`config.mk`:
```
export PLATFORM = sky130hd
export DESIGN_NAME = gpu_cmd_arbiter
export DESIGN_NICKNAME = d
export VERILOG_FILES = /design/src/rtl/gpu_cmd_arbiter.sv
export SDC_FILE = /design/constraint.sdc
export NUM_CORES = 1
export LEC_CHECK = 0
export CORE_UTILIZATION = 45
export CTS_CLUSTER_SIZE = 12
export DETAILED_ROUTE_END_ITERATION = 8
export HOLD_SLACK_MARGIN = 0.02
export PLACE_DENSITY = 0.86
export SYNTH_ARGS = -nofsm -noshare
export SYNTH_HDL_FRONTEND = slang
export SYNTH_SLANG_ARGS = --single-unit
export TNS_END_PERCENT = 30
```
`constraint.sdc`:
```
create_clock -name clk -period 5.6 [get_ports clk]
set_input_delay 0.56 -clock clk [delete_from_list [all_inputs] [get_ports clk]]
set_output_delay 0.56 -clock clk [all_outputs]
set_load 0.02 [all_outputs]
```
`src/rtl/gpu_cmd_arbiter.sv`:
```
// rtl/gpu_cmd_arbiter.sv - two-port command sequencer/arbiter for the GPU cpuline bus
//
// Purpose:
//   Arbitrates between port 0 (CPU) and port 1 (boot/debug console) and
//   serialises each accepted request onto the 16-bit cpuline bus as a
//   CMD word, a PARAM word and EXEC_GAP zero words. A shadow of the GPU's
//   cmd/param slot phase (ph) makes every opcode word land in slot A.
//   Opcodes the GPU cannot execute are accepted (ready pulses) and then
//   dropped with a one-cycle err pulse.
//
// Parameters:
//   EXEC_GAP  zero-word cycles after PARAM before the next CMD (>= 1)
//
// Ports:
//   clk                  system clock, rising edge
//   clr                  synchronous active-high reset
//   req0_valid/cmd/param port 0 request; req0_ready is the accept pulse
//   req1_valid/cmd/param port 1 request; req1_ready is the accept pulse
//   cpuline              registered word to the GPU, 0 = NOP
//   busy                 high while cpuline carries CMD, PARAM or EXEC
//   grant_id             port owning the current or most recent grant
//   err                  one-cycle pulse after a rejected opcode is dropped
//
// Configuration:
//   GPU_ARB_RR_EN        defined: round-robin on ties; undefined: port 0 wins

module gpu_cmd_arbiter #(
  parameter int EXEC_GAP = 1
) (
  input  logic        clk,
  input  logic        clr,
  input  logic        req0_valid,
  input  logic [15:0] req0_cmd,
  input  logic [15:0] req0_param,
  output logic        req0_ready,
  input  logic        req1_valid,
  input  logic [15:0] req1_cmd,
  input  logic [15:0] req1_param,
  output logic        req1_ready,
  output logic [15:0] cpuline,
  output logic        busy,
  output logic        grant_id,
  output logic        err
);

  localparam int CW = (EXEC_GAP > 1) ? $clog2(EXEC_GAP) : 1;

  typedef enum logic [1:0] {
    S_IDLE,
    S_CMD,
    S_PARAM,
    S_EXEC
  } state_t;

  state_t        state;
  logic          ph;          // slot of the word on cpuline: 0 = A, 1 = B
  logic          post_exec;   // previous cycle was the last EXEC cycle
  logic [CW-1:0] exec_cnt;
  logic [15:0]   lat_param;

  logic          last_exec;
  logic          eligible;
  logic          any_valid;
  logic          win;
  logic          grant;
  logic          legal;
  logic [15:0]   sel_cmd;
  logic [15:0]   sel_param;

`ifdef GPU_ARB_RR_EN
  logic          rr_last;     // port granted most recently

  always_ff @(posedge clk) begin
    if (clr) begin
      rr_last <= 1'b1;
    end else if (grant) begin
      rr_last <= win;
    end
  end
`endif

  assign last_exec = (state == S_EXEC) && (exec_cnt == CW'(EXEC_GAP - 1));

  // A new CMD must land in slot A. From IDLE that means the current slot
  // is B. At the end of EXEC the GPU is back at its command slot: with an
  // odd gap the last EXEC word already sits in A, with an even gap it sits
  // in B and the following IDLE cycle (slot A) is the grant point instead.
  assign eligible = ((state == S_IDLE) && (ph || post_exec)) ||
                    (last_exec && !ph);

  always_comb begin
    any_valid = req0_valid | req1_valid;
`ifdef GPU_ARB_RR_EN
    win = (req0_valid && req1_valid) ? ~rr_last : ~req0_valid;
`else
    win = ~req0_valid;
`endif
    grant     = eligible & any_valid & ~clr;
    sel_cmd   = win ? req1_cmd : req0_cmd;
    sel_param = win ? req1_param : req0_param;
    legal     = ((sel_cmd >= 16'h00C1) && (sel_cmd <= 16'h00C6)) ||
                ((sel_cmd == 16'h00C0) && (sel_param == 16'h0000));
  end

  assign req0_ready = grant & ~win;
  assign req1_ready = grant & win;

  always_ff @(posedge clk) begin
    if (clr) begin
      state     <= S_IDLE;
      ph        <= 1'b0;
      post_exec <= 1'b0;
      exec_cnt  <= '0;
      lat_param <= 16'h0000;
      cpuline   <= 16'h0000;
      busy      <= 1'b0;
      grant_id  <= 1'b0;
      err       <= 1'b0;
    end else begin
      err       <= grant & ~legal;
      post_exec <= last_exec;
      if (grant) begin
        grant_id <= win;
      end
      case (state)
        S_CMD: begin
          state   <= S_PARAM;
          ph      <= 1'b1;
          cpuline <= lat_param;
          busy    <= 1'b1;
        end
        S_PARAM: begin
          state    <= S_EXEC;
          ph       <= 1'b0;
          exec_cnt <= '0;
          cpuline  <= 16'h0000;
          busy     <= 1'b1;
        end
        default: begin
          // IDLE or EXEC; a rejected grant falls through to the no-grant path
          if (grant && legal) begin
            state     <= S_CMD;
            ph        <= 1'b0;
            cpuline   <= sel_cmd;
            lat_param <= sel_param;
            busy      <= 1'b1;
          end else if ((state == S_EXEC) && !last_exec) begin
            exec_cnt <= exec_cnt + CW'(1);
            ph       <= ~ph;
            cpuline  <= 16'h0000;
            busy     <= 1'b1;
          end else begin
            state   <= S_IDLE;
            ph      <= ~ph;
            cpuline <= 16'h0000;
            busy    <= 1'b0;
          end
        end
      endcase
    end
  end

endmodule

```
==> flow_summary.ini <==
[floorplanning]
die_w_um = 68.01
die_area_mm2 = 0.004625
initial_core_util_pct = 47.98
dieHeight_um = 68.01
rows = 23
core_mm2 = 0.004086
io_pins = 89

[finish]
drive_gt1_share_pct = 8.874
areaGrowthSynthToFinish_pct = 49.07
fillers = 315
num_antenna_cells = 0
multiInputGateArea_um2 = 999.7
final_nets = 364
final_cells = 343
seq_area_um2 = 800.8

[timing]
hold_viol = 0
rsz0062_at_grt = no
fmaxAchievable_mhz = 273.4
drv_slew = 0
holdWs_ps = 453.8
worst_slew_pin_slew_ps = 1196
setup_ws_ps = 1943
final.setup.tns_ps = 0
finalSetupViolCount = 0
period_needed_ps = 3657
timing.final.crit_share_pct = 65.31
clock_skew_ps = 7.663
slew_headroom_pct = 19.95

[grt]
grt_pass1_vias = 1817
grt_overflow = 0
grt_usage_pct = 24.94
grtUsageMet2_pct = 40.81
grt_pass1_wl_mm = 8.480
antenna_found_initial = 0
grt_util_met1_pct = 30.32
busiest_layer = met2
grt_max_degree = 42
use_met3_pct = 7.333

[detailed_routing]
drtIter0Drc = 162
drtAntennaViolNets = 0
dr.pass1.iters = 4
finalWirelength_mm = 5.702
drc_errors = 0
wl_per_cell_um = 16.62
routed_via_density = 5.892
via_count = 2021

[clock_tree]
post-cts-setup-buffers = 0
root_buffer = clkbuf_8
ctsResizeCount = 0
numCtsBuffers = 5
cts_sinks = 40
cts_tree = done
clkLatencyLatePin_ps = 300
cts.clk_slew.worst_paths_ps = 80
ctsHtreeMaxLevel = 2
cts_hold_buf = 0
clockBufferDepth = 2

[yosys]
netlist_top_cells_count = dfxtp_1 (40), inv_1 (21)
synthSimpleGateAreaFrac_pct = 15.76
ys_warn_count = 0
synth_nets = 284
synth_top_family_by_area = compound AO/OA/AOI/OAI gates
syn_inst = 212
synth.avg_cell_area_um2 = 9.248
yosys.area.top_type = dfxtp_1
async_reset_ff_share_pct = 0
yosysSeqAreaShare_pct = 40.84
synthTopCellsByArea = dfxtp_1 (41%), mux2_2 (9.2%), a2111oi_0 (7.1%), a211oi_1 (6.1%), nor3_1 (4.1%)
synth_cell_types = 37
yosys.area.top_type_share_pct = 40.84
synth_seq_cells = 40
ys.flop_type = dfxtp_1
synthAdderAreaFrac_pct = 2.553
synth_mux_area_share_pct = 10.72
synth-xor-area-share_pct = 0
synth_compound_area_share_pct = 21.95
yosysMostFrequentCell = dfxtp_1
synth_area_mm2 = 0.001961
synth_edf_count = 0

[critical_path]
critPathRequiredTime_ps = 5800
end_kind = register
crit_fanout = 29
path_class = primary input to register
cp_data_arrival_time_ps = 3860
worst_setup_path_start_kind = primary input

[power_and_ir_drop]
p_per_area_mw_per_mm2 = 221.4
ir_drop_v = 0.0001662
power_leakage_nw = 0.9104

[run]
maxCapViolations = 0

[placed_design]
pre_cts_ws_ps = 1683
io_buffers = 88
dp_hpwl_mm = 4.286
place_inst = 335
gp_congestion = 0.8628

[worst_hold_path]
hold_class = register to register

[run_status]
outcome = complete, no violations
## cells by family (layout without fill, tap and decap cells)
group	Yosys count	in the layout
DFF	40	40
muxes	19	19
AOI/OAI and AO/OA	56	56
and+or+nand+nor	56	56
adders and majority gates	4	4
buffers and inverters	37	118
## sequential cells by signal, summed over array words and instances (netlist names)
signal     cells
state          2
err            1
ph             1
cpuline       16
exec_cnt       1
grant_id       1
lat_param     16
post_exec      1
busy           1
## worst paths after layout
check	from	endpoint	slack (ps)	cells after the start
max reg2reg	state[0]	lat_param[14]	2710	6
max	req0_valid	lat_param[14]	1940	5
min	lat_param[10]	cpuline[10]	450	2
min reg2reg	lat_param[10]	cpuline[10]	450	2
## worst max-delay path: stages
cell             delay [ps]
clkdlybuf4s50_1        1220
or4b_1                  510
o41a_1                  630
a211o_1                 590
a211oi_1                340
## final cells by class
type | instances | area share (%)
inverter | 21 | 2.697
timing repair buffer | 89 | 30.39
sequential | 40 | 27.40
tap | 50 | 2.140
clock inverter | 3 | 0.8134
multi-input combinational | 135 | 34.20
clock buffer | 5 | 2.354
## layout by cell type, fill, tap and decap left out, drive strengths merged
master and count:
or4b 1, and2 1, mux2i 3, inv 21, o32ai 3, o41a 1, a211oi 16, nand2 7
nand3 4, nor2 5, clkdlybuf4s50 88, clkbuf 5, dfxtp 40, ha 4, o211ai 2, nor3 16
a31oi 3, a221oi 1, nor4b 2, clkinvlp 2, or3 1, a221o 1, nand4 3, or3b 1
a211o 2, o21ai 3, a21oi 6, nor2b 2, clkinv 1, o2bb2ai 2, a2111oi 16, nor4 9
or2 1, nand2b 1, buf 1, mux2 16, nor3b 2
## metrics by stage
step                      cell area (um2)  utilization [%]  power [mW]
final                                2923            71.52      0.6472
after global routing                 2923            71.52      0.6766
after CTS                            2923            71.52      0.6498
after detailed placement             2830            69.26      0.4571
after global placement               2830            69.26      0.4535
after floorplan                      1961                -      0.3783
## power by group
group	leakage, nW	internal (mW)	switching, mW
clock network	0.0404	0.0881	0.106
registers	0.323	0.293	0.00580
logic	0.547	0.0792	0.0742
total	0.910	0.461	0.186
## routing by layer
layer  share of wire, %  wire length [um]  up-vias
met5                  0                 0        -
met4                2.2               127        0
met3                 11               611       13
met2                 49              2781      108
met1                 38              2181      932
li1                   -                 -      968
No activity file was read; power rests on OpenSTA's default activity.
